[src/rtl/image_ctrl_pkg.sv]
// image_ctrl_pkg: shared types, constants and helpers for the ImageController refill scheduler.
package image_ctrl_pkg;

    typedef enum logic [2:0] {
        S_IDLE,
        S_WAIT_SPACE,
        S_IRQ_PEND,
        S_XFER,
        S_FRAME_END
    } sched_state_e;

    localparam int MAX_BURST_DEF     = 256;
    localparam int MIN_BURST_DEF     = 16;
    localparam int STATUS_REQLEN_LSB = 64;
    localparam int STATUS_FCNT_LSB   = 32;

    localparam logic [31:0] ADDR_STATUS = 32'hA001_0000;
    localparam logic [31:0] ADDR_DATA   = 32'hA001_0030;
    localparam logic [31:0] ADDR_DONE   = 32'hA001_0040;

    function automatic logic [31:0] min32(input logic [31:0] a, input logic [31:0] b);
        return (a < b) ? a : b;
    endfunction

endpackage

[src/rtl/image_refill_scheduler.sv]
// image_refill_scheduler: grants one PS write burst at a time into the pixel FIFO via irq,
// then closes it out on the host's done write with length checking and frame auto-restart.
module image_refill_scheduler
    import image_ctrl_pkg::*;
#(
    parameter int FIFO_AW   = 10,
    parameter int MAX_BURST = MAX_BURST_DEF,
    parameter int MIN_BURST = MIN_BURST_DEF
) (
    input  logic               s_axi_aclk,
    input  logic               reset,
    input  logic               start,
    input  logic               auto_restart,
    input  logic [31:0]        frame_beats,
    input  logic [FIFO_AW:0]   fifo_free,
    input  logic               beat_valid,
    input  logic               status_rd,
    input  logic               done_wr,
    output logic               irq,
    output logic [8:0]         req_len,
    output logic [127:0]       status_word,
    output logic               busy,
    output logic               frame_done,
    output logic               err_len,
    output logic               err_stray
);

    sched_state_e state_q, state_d;
    logic [31:0]  remaining_q, remaining_d;
    logic [31:0]  frame_count_q, frame_count_d;
    logic [8:0]   beat_cnt_q, beat_cnt_d;
    logic [8:0]   req_len_q, req_len_d;
    logic         irq_q, irq_d;
    logic         busy_q, busy_d;
    logic         frame_done_q, frame_done_d;
    logic         err_len_q, err_len_d;
    logic         err_stray_q, err_stray_d;
    logic [127:0] status_word_q, status_word_d;

    logic [31:0] want;
    logic [9:0]  cnt_sum;
    logic [8:0]  cnt_eff;
    logic [31:0] rem_after;
    logic        grant_ok;

    always_comb begin
        want      = min32(remaining_q, 32'(MAX_BURST));
        grant_ok  = (32'(fifo_free) >= want) && ((want >= 32'(MIN_BURST)) || (want == remaining_q));
        cnt_sum   = {1'b0, beat_cnt_q} + 10'(beat_valid);
        cnt_eff   = (cnt_sum > 10'(MAX_BURST)) ? 9'(MAX_BURST) : cnt_sum[8:0];
        // A short or long burst only retires what actually arrived, never below zero.
        rem_after = (cnt_eff == req_len_q) ? remaining_q - 32'(req_len_q)
                                           : remaining_q - min32(32'(cnt_eff), remaining_q);
        state_d       = state_q;
        remaining_d   = remaining_q;
        frame_count_d = frame_count_q;
        beat_cnt_d    = beat_cnt_q;
        req_len_d     = req_len_q;
        irq_d         = irq_q;
        busy_d        = busy_q;
        frame_done_d  = 1'b0;
        err_len_d     = err_len_q;
        err_stray_d   = err_stray_q | (beat_valid && state_q != S_XFER);
        case (state_q)
            S_IDLE: if (start && frame_beats != 32'd0) begin
                remaining_d = frame_beats;
                busy_d      = 1'b1;
                state_d     = S_WAIT_SPACE;
            end
            S_WAIT_SPACE: if (grant_ok) begin
                req_len_d = want[8:0];
                irq_d     = 1'b1;
                state_d   = S_IRQ_PEND;
            end
            S_IRQ_PEND: if (status_rd) begin
                irq_d   = 1'b0;
                state_d = S_XFER;
            end
            S_XFER: begin
                beat_cnt_d = done_wr ? 9'd0 : cnt_eff;
                if (done_wr) begin
                    err_len_d   = err_len_q | (cnt_eff != req_len_q);
                    remaining_d = rem_after;
                    state_d     = (rem_after == 32'd0) ? S_FRAME_END : S_WAIT_SPACE;
                end
            end
            S_FRAME_END: begin
                frame_done_d  = 1'b1;
                frame_count_d = frame_count_q + 32'd1;
                if (auto_restart && frame_beats != 32'd0) begin
                    remaining_d = frame_beats;
                    state_d     = S_WAIT_SPACE;
                end else begin
                    busy_d  = 1'b0;
                    state_d = S_IDLE;
                end
            end
            default: state_d = S_IDLE;
        endcase
        status_word_d = '0;
        status_word_d[STATUS_REQLEN_LSB +: 9] = req_len_d;
        status_word_d[STATUS_FCNT_LSB +: 32]  = frame_count_d;
        status_word_d[31:0]                   = remaining_d;
    end

    always_ff @(posedge s_axi_aclk) begin
        if (reset) begin
            state_q       <= S_IDLE;
            remaining_q   <= '0;
            frame_count_q <= '0;
            beat_cnt_q    <= '0;
            req_len_q     <= '0;
            irq_q         <= 1'b0;
            busy_q        <= 1'b0;
            frame_done_q  <= 1'b0;
            err_len_q     <= 1'b0;
            err_stray_q   <= 1'b0;
            status_word_q <= '0;
        end else begin
            state_q       <= state_d;
            remaining_q   <= remaining_d;
            frame_count_q <= frame_count_d;
            beat_cnt_q    <= beat_cnt_d;
            req_len_q     <= req_len_d;
            irq_q         <= irq_d;
            busy_q        <= busy_d;
            frame_done_q  <= frame_done_d;
            err_len_q     <= err_len_d;
            err_stray_q   <= err_stray_d;
            status_word_q <= status_word_d;
        end
    end

    assign irq         = irq_q;
    assign req_len     = req_len_q;
    assign status_word = status_word_q;
    assign busy        = busy_q;
    assign frame_done  = frame_done_q;
    assign err_len     = err_len_q;
    assign err_stray   = err_stray_q;

endmodule

[config.mk]
export PLATFORM = sky130hd
export DESIGN_NAME = image_refill_scheduler
export DESIGN_NICKNAME = d
export VERILOG_FILES = /design/src/rtl/image_ctrl_pkg.sv /design/src/rtl/image_refill_scheduler.sv
export SDC_FILE = /design/constraint.sdc
export NUM_CORES = 1
export LEC_CHECK = 0
export CORE_MARGIN = 2
export CORE_UTILIZATION = 51
export DETAILED_ROUTE_END_ITERATION = 16
export PLACE_DENSITY = 0.81
export SYNTH_ARGS = -nofsm -noshare
export SYNTH_HDL_FRONTEND = slang
export SYNTH_SLANG_ARGS = --single-unit
[constraint.sdc]
create_clock -name s_axi_aclk -period 8.1 [get_ports s_axi_aclk]
set_input_delay 1.62 -clock s_axi_aclk [delete_from_list [all_inputs] [get_ports s_axi_aclk]]
set_output_delay 1.62 -clock s_axi_aclk [all_outputs]
set_load 0.02 [all_outputs]
After elaboration in Yosys (flattened, before gate mapping)
Index checks and enable logic that the tools add are counted.

Bitwise operators: 2. Equality and inequality tests: 13. $mul: 0. Shifts and indexed selects: 0. Magnitude comparators: 5. Divide/modulo/power cells: 0. Add/sub/neg operators: 4. Reductions and logical operators: 14. Muxes and demuxes: 26.

Operator list (count): 2-to-1 mux 32 bit (7); case mux 32 bit (3 select lines) (1); 2-to-1 mux 9 bit (4); adder 32 x 1 -> 32 bit, second input constant (1); equality test 32 bit (1); >= comparator 11 x 32 -> 1 bit (1); >= comparator 32 x 5 -> 1 bit, second input constant (1); zero test 32 bit (1); < comparator 32 x 9 -> 1 bit, second input constant (1); < comparator 9 x 32 -> 1 bit (1); nonzero test 32 bit (1); subtractor 32 bit (1); subtractor 32 x 9 -> 32 bit (1); 2-to-1 mux 3 bit (5); case mux 3 bit (5 select lines) (1); adder 9 x 1 -> 10 bit (1); > comparator 10 x 9 -> 1 bit, second input constant (1); != test 2 bit, second input constant (5); equality test 9 bit (1); != test 9 bit (1); equality test 3 x 2 -> 1 bit, second input constant (2); 2-to-1 mux 1 bit (6); AND reduction 3 bit (2); logical AND 1 bit (4); other kinds (10) (13).

Memories: 0. Latch bits: 0. Word-level logic and storage cells: 76. Memory bits (writable): 0. Output and inout port bits: 142. Register bits after elaboration: 218. Input port bits: 50. Bits in read-only memories: 0.

Logic depth before layout (Yosys ltp)
Gate-level depths: netlist (run 1).

Depth in word-level cells: 11. Mapped depth: 28. Mapped depth without buffers: 27.

Worst setup path after synthesis (run 1)
OpenSTA, ideal clock, no wires.

Path kind: in2reg. From: in beat_valid. To: reg state_q[2]. Path slack: 0.919 ns. Buffers on the path: 1. Arrival time: 7.093 ns. Stages on the path: 28. Cells stage by stage: ha_1 -> ha_1 -> and4_1 -> a21o_1 -> nand2_1 -> inv_2 -> nor2_1 -> ha_1 -> a21o_1 -> a21o_1 -> a21oi_1 -> o221ai_4 -> nor3_1 -> a221o_1 -> ha_1 -> inv_1 -> fa_1 -> a21o_1 -> a221oi_2 -> o211a_1 -> buf_6 -> a21oi_4 -> nand4_1 -> or3b_1 -> or4b_1 -> nor4_2 -> nand4b_1 -> nor4_2.

Longest elaborated chain between the ends: 11. Elaborated cells between the ends (all ways): 12. Classes of those cells: 2 x add/sub; 2 x order compare; 1 x eq/ne; 6 x mux; 1 x reduce/logical.

Ends and longest elaborated chain: from (decl) (RTL line image_refill_scheduler.sv:16) `input logic beat_valid,`; adder 9 x 1 -> 10 bit (*) (RTL line image_refill_scheduler.sv:49) `cnt_sum = {1'b0, beat_cnt_q} + 10'(beat_valid);`; > comparator 10 x 9 -> 1 bit (RTL line image_refill_scheduler.sv:50) `cnt_eff = (cnt_sum > 10'(MAX_BURST)) ? 9'(MAX_BURST) : cnt_sum[8:0];`; 2-to-1 mux 9 bit (*) (RTL line image_refill_scheduler.sv:50); < comparator 9 x 32 -> 1 bit (RTL line image_ctrl_pkg.sv:22) `return (a < b) ? a : b;`; 2-to-1 mux 32 bit (RTL line image_ctrl_pkg.sv:22); subtractor 32 bit (RTL line image_refill_scheduler.sv:53) `: remaining_q - min32(32'(cnt_eff), remaining_q);`; 2-to-1 mux 32 bit (*) (RTL line image_refill_scheduler.sv:52) `rem_after = (cnt_eff == req_len_q) ? remaining_q - 32'(req_len_q)`; zero test 32 bit (*) (RTL line image_refill_scheduler.sv:84) `state_d = (rem_after == 32'd0) ? S_FRAME_END : S_WAIT_SPACE;`; 2-to-1 mux 3 bit (*) (RTL line image_refill_scheduler.sv:84); 2-to-1 mux 3 bit (*) (RTL line image_refill_scheduler.sv:81) `if (done_wr) begin`; case mux 3 bit (5 select lines) (*) (RTL line image_refill_scheduler.sv:64) `case (state_q)`; to (signal assigned) (RTL line image_refill_scheduler.sv:120) `state_q <= state_d;`; to (decl) (RTL line image_refill_scheduler.sv:28) `sched_state_e state_q, state_d;`.

Mark *: on every way between the ends. The rest lies on a longest branch, timed or not. The select of a mux whose other input is x is not followed. A chain may end at the register's enable or synchronous reset.

Worst setup path after layout (run 1)
Ends and elaborated chain as after synthesis.

==> impl_metrics.tcl, run 1 <==
set metrics [dict create \
    status "finished clean" \
    cts_sinks 90 \
    fmax_ghz 0.128 \
    ys.flop_type "dfxtp_1" \
    seq_area_frac_synth_pct 24.1 \
    hp-start "irq" \
    ys_ff_latch 90 \
    clock_path_buffers 2 \
    crit_start "beat_valid" \
    worstPathArrival_ns 8.05 \
    cap_violations 0 \
    p_total_mw 1.63 \
    grt_overflow 0 \
    place_hpwl_mm 17.5 \
    drc 0 \
    core_sq_um 14400 \
    fillCellCount 1311 \
    synth_warnings 0 \
    numCtsBuffers 9 \
    wirelength_mm 23.4 \
    slew_violations 0 \
    finalSetupViolCount 0 \
    firstDrtPassIters 6 \
    ios 192 \
    syn-mean-instance-area_sq_um 7.65 \
    clk_pin_slew_ns 0.07 \
    ir_drop_mv 0.136 \
    ys_top_cells_by_area "dfxtp_1, ha_1, nor2_1" \
    port_buffers 136 \
    avgRoutedWirePerCell_um 18.0 \
    nets 1213 \
    yosysTopAreaCellShare_pct 24.1 \
    dp.cells 1283 \
    drive_gt1_share_pct 4.57 \
    dieHeight_um 125 \
    leakage_nw 3.50 \
    fin_crit_sh_pct 96.1 \
    synth.distinct_cells 74 \
    post-route-min-period_ns 7.78 \
    synthesis.area_sq_um 7480 \
    grt_pass1_wl_mm 36.7 \
    root_buffer "clkbuf_16" \
    power_density_nw_per_um2 178 \
    die_w_um 125 \
    cts_tree "built" \
    vias_per_cell 6.03 \
    die_area_sq_um 15700 \
    synth_top_area_cell "dfxtp_1" \
    fin_cells 1299 \
    worstPathMaxFanout 9 \
    multi_input_area_sq_um 5240 \
    worstSetupStartpointType "input port" \
    r2r_cells 27 \
    slowest_delay_ns 0.58 \
    grt_pass1_vias 7070 \
    area_growth_pct 22.5 \
    crit_path_frequent_cell "ha_1" \
    gp_congestion 0.951 \
    path_class "input port to flop" \
    insertion_delay_ns 0.36 \
    ff_latch_area_sq_um 1800 \
    h-tree-depth 3 \
    hold_depth 2 \
    ctsHoldBuffers 0 \
    worst_pin_slew_ns 1.15 \
    hold_slack_ns 0.463 \
    fin_skew_ns 0.00802 \
    diodes 0 \
    drtAntennaViolNets 0 \
    required_ns 8.36 \
    vias 7828 \
    hold_violations 0 \
    synth_edf_count 0 \
    async_flop_share_pct 0 \
    hp-class "flop to flop" \
    r2r-start "beat_cnt_q[0]" \
    cp-end-kind "flop" \
    antenna_found_initial 0 \
    num_rows 44 \
    netlist_instances 978 \
    drt_iter0_markers 792 \
    crit_slowest_cell "or4b_1" \
    max-slew-margin-rel_pct 23.2 \
    track_usage_pct 28.9 \
    grt_max_degree 91 \
    initial_utilization_pct 51.9 \
]
-- cells in the final DEF, fill, tap and decap left out, drive strengths merged, types with 14 or more instances in the layout --
cell	n
a21o	14
a21oi	81
a221oi	17
a222oi	19
and3	17
buf	16
clkdlybuf4s50	135
conb	79
dfxtp	90
ha	52
inv	32
nand2	62
nand3	25
nand4	14
nor2	142
nor3	31
nor4	29
o21ai	38
or3	15
xnor2	28
xor2	24
-- sequential cells by signal, summed over array words and instances (netlist names) --
name,cells
req_len,9
beat_cnt_q,9
status_word,2
frame_count_q,31
err_stray,1
err_len,1
irq,1
busy,1
frame_done,1
remaining_q,31
state_q,3
-- through the flow --
| stage | TNS, ns | cell area (sq um) | worst slack [ns] | utilization [%] |
|---|---|---|---|---|
| floorplan | 0 | 7770 | 0.919 | - |
| global placement | 0 | 8810 | 0.163 | 61.1 |
| detailed placement | -0.0251 | 8810 | -0.0251 | 61.1 |
| CTS | 0 | 9130 | 0.286 | 63.3 |
| global route | -0.0436 | 9170 | -0.0436 | 63.6 |
| finish | 0 | 9170 | 0.315 | 63.6 |
-- worst paths after layout --
check	end	slack, ns
setup / recovery	state_q[2]	0.32
hold / removal	irq	0.46
setup reg to reg	state_q[2]	1.75
hold reg to reg	irq	0.46
-- routing by layer --
| metal | up-vias | wire [um] | part of all wire (%) | track usage, % |
|---|---|---|---|---|
| li1 | 3755 | - | - | - |
| met1 | 3637 | 10000 | 43 | 39.2 |
| met2 | 387 | 10500 | 45 | 46.2 |
| met3 | 49 | 2210 | 9.5 | 4.71 |
| met4 | 0 | 656 | 2.8 | 10.9 |
| met5 | - | 0 | 0 | 0 |
-- cells by family after synthesis --
kind of cell,Yosys count,synth area share (%)
and+or+nand+nor,382,25.4
AOI/OAI and AO/OA,256,24.1
buffers and inverters,136,10.3
DFF,90,24.1
adders and majority gates,54,9.10
xor gates and xnor gates,52,6.09
muxes,6,0.819
other,2,0.100
-- power breakdown --
group / switching [mW] / total [mW] / internal, mW
clock: 0.212 / 0.462 / 0.249
sequential: 0.0377 / 0.503 / 0.465
combinational: 0.412 / 0.668 / 0.256
total: 0.662 / 1.63 / 0.971
-- worst max-delay path: cells and delay by family --
| family | cells | cell delay [ns] |
|---|---|---|
| compound gates | 10 | 1.93 |
| simple gates | 10 | 2.52 |
| fa+ha+maj | 5 | 1.28 |
| buf+inv | 3 | 0.66 |
-- layout make-up --
class	count	share of cell area [%]
Clock buffer	9	2.46
Clock inverter	7	1.05
Inverter	29	1.19
Multi-Input combinational cell	829	57.1
Sequential cell	90	19.7
Tap cell	184	2.51
Timing Repair Buffer	151	16.0
-- synth_stat cells (all sizes together), types with 4 or more instances --
library cell and instances:
nor2 142, dfxtp 90, a21oi 81, buf 71, nand2 62, ha 52, o21ai 38, clkbuf 36
nor3 31, inv 29, nor4 29, xnor2 28, nand3 25, xor2 24, a222oi 19, a221oi 17
and3 17, or3 15, a21o 14, nand4 14, a22oi 10, o21a 10, a2111oi 9, a211oi 9
and4 9, nor2b 9, and2 8, a221o 6, o2111ai 6, a31oi 5, mux2i 5, o21bai 5
nor3b 4, o211ai 4
-- timing repair --
item / in CTS / in global routing
resized for setup: 0 / 8
buffers inserted: 0 / 0
setup endpoints to repair: 0 / 2
Note: power is estimated with default switching activity, not from simulation.
==> run 2: changes to the inputs <==
--- a/config.mk
+++ b/config.mk
@@ -7,8 +7,10 @@
 export LEC_CHECK = 0
 export CORE_MARGIN = 2
 export CORE_UTILIZATION = 51
+export CTS_CLUSTER_SIZE = 12
 export DETAILED_ROUTE_END_ITERATION = 16
 export PLACE_DENSITY = 0.81
+export SLEW_MARGIN = 40
 export SYNTH_ARGS = -nofsm -noshare
 export SYNTH_HDL_FRONTEND = slang
 export SYNTH_SLANG_ARGS = --single-unit
==> impl_metrics.tcl, run 2 (synthesized netlist as in run 1, its figures left out) <==
set metrics [dict create \
    status "finished clean" \
    drt_iter0_markers 724 \
    gp_congestion 0.951 \
    root_buffer "clkbuf_16" \
    hp-class "flop to flop" \
    slowest_delay_ns 0.58 \
    die_w_um 125 \
    fmax_ghz 0.132 \
    diodes 0 \
    fin_crit_sh_pct 93.8 \
    crit_slowest_cell "or4b_1" \
    clk_pin_slew_ns 0.08 \
    p_comb_share_pct 41.2 \
    track_usage_pct 28.6 \
    grt_max_degree 91 \
    path_class "input port to flop" \
    path_buf_inv 3 \
    core_sq_um 14400 \
    port_buffers 136 \
    p_total_mw 1.64 \
    worst_pin_slew_ns 0.858 \
    die_area_sq_um 15700 \
    finalSetupViolCount 0 \
    final_cell_mix "nor2_1, clkdlybuf4s50_1, dfxtp_1" \
    hold_violations 0 \
    num_rows 44 \
    firstDrtPassIters 8 \
    cp-end-kind "flop" \
    ir_drop_mv 0.103 \
    setup_tns_ns 0 \
    crit_path_frequent_cell "ha_1" \
    ios 192 \
    worstPathMaxFanout 9 \
    initial_utilization_pct 51.9 \
    drive_gt1_share_pct 5.20 \
    cts_sinks 90 \
    cts_setup_buffers 0 \
    area_growth_pct 22.9 \
    worstPathArrival_ns 7.87 \
    grt_pass1_wl_mm 36.6 \
    post-route-min-period_ns 7.60 \
    reg_top3 "frame_count_q (31), remaining_q (31)" \
    wirelength_mm 23.5 \
    vias_per_cell 6.02 \
    dieHeight_um 125 \
    p_sw_mw 0.660 \
    final_common_cell "nor2_1" \
    max-slew-margin-rel_pct 42.3 \
    h-tree-depth 3 \
    avgRoutedWirePerCell_um 18.1 \
    cp_top_family "simple AND/OR/NAND/NOR gates" \
    seqPwrFrac_pct 30.7 \
    cap_violations 0 \
    numCtsBuffers 9 \
    nets 1213 \
    fin_cells 1299 \
    worstSetupStartpointType "input port" \
    insertion_delay_ns 0.35 \
    placed_area_sq_um 8820 \
    clock_power_share_pct 28.1 \
    leakage_nw 3.50 \
    ff_latch_area_sq_um 1800 \
    stdcell_area_sq_um 9200 \
    rsz0062_at_grt "no" \
    drc 0 \
    grt_overflow 0 \
    cts_tree "built" \
    dp.cells 1283 \
    fin_skew_ns 0.00789 \
    required_ns 8.37 \
    place_hpwl_mm 17.5 \
    grt_pass1_vias 7047 \
    clock_path_buffers 2 \
    slew_violations 0 \
    p_int_mw 0.978 \
    cts.repair.resized 0 \
    multi_input_area_sq_um 5270 \
    power_density_nw_per_um2 178 \
    ctsHoldBuffers 0 \
    fillCellCount 1321 \
    swShare_pct 40.3 \
    fin_util_pct 63.8 \
    antenna_found_initial 0 \
    vias 7815 \
    drtAntennaViolNets 0 \
]
-- run 2: worst reg2reg max path: stages, from the launching register on --
cell and delay [ns]:
dfxtp_1 0.34, ha_1 0.21, ha_1 0.26, and4_1 0.28, o2111ai_1 0.13, nand2_1 0.19, inv_2 0.12, nor2_1 0.16
ha_1 0.26, a21o_1 0.18, a21o_1 0.17, a21oi_1 0.24, o221ai_4 0.16, nor3_1 0.16, a221o_1 0.16, ha_1 0.15
inv_1 0.05, fa_1 0.40, a21o_1 0.20, a221oi_2 0.31, o211a_4 0.29, a21oi_4 0.08, nand4_1 0.09, or3b_1 0.37
or4b_1 0.58, nor4_2 0.17, nand4b_1 0.15, nor4_2 0.26
-- run 2: power by group through the flow --
stage / Sequential (mW) / Combinational (mW) / Clock [mW]
CTS: 0.502 / 0.645 / 0.466
global placement: 0.512 / 0.635 / 0
finish: 0.503 / 0.675 / 0.459
floorplan: 0.522 / 0.444 / 0
global route: 0.507 / 0.728 / 0.480
detailed placement: 0.512 / 0.640 / 0
-- run 2: area by class of cell --
| type | instances | area share, % |
|---|---|---|
| multi-input combinational | 829 | 57.2 |
| sequential | 90 | 19.6 |
| timing repair buffer | 151 | 16.0 |
| clock buffer | 10 | 2.60 |
| tap | 184 | 2.50 |
| inverter | 29 | 1.18 |
| clock inverter | 6 | 0.871 |
-- run 2: routing by layer --
metal / track usage [%] / wire, um / vias up
met1: 38.7 / 10200 / 3636
met3: 6.33 / 2100 / 61
met5: 0 / 0 / -
met2: 44.8 / 10500 / 362
met4: 10.4 / 687 / 0
li1: - / - / 3756
-- run 2: through the flow --
stage | hold slack [ns] | setup WS [ns]
6_report | 0.465 | 0.501
5_1_grt | 0.509 | 0.0220
4_1_cts | 0.472 | 0.361
3_5_place_dp | 0.458 | 0.0149
3_3_place_gp | 0.451 | 0.163
2_1_floorplan | 0.458 | 0.919
-- run 2: worst paths after layout --
path	to	cells past startpoint	slack [ns]	start
max	state_q[2]	28	0.50	beat_valid
min	irq	2	0.47	irq
max reg2reg	state_q[2]	27	1.91	beat_cnt_q[0]
min reg2reg	irq	2	0.47	irq
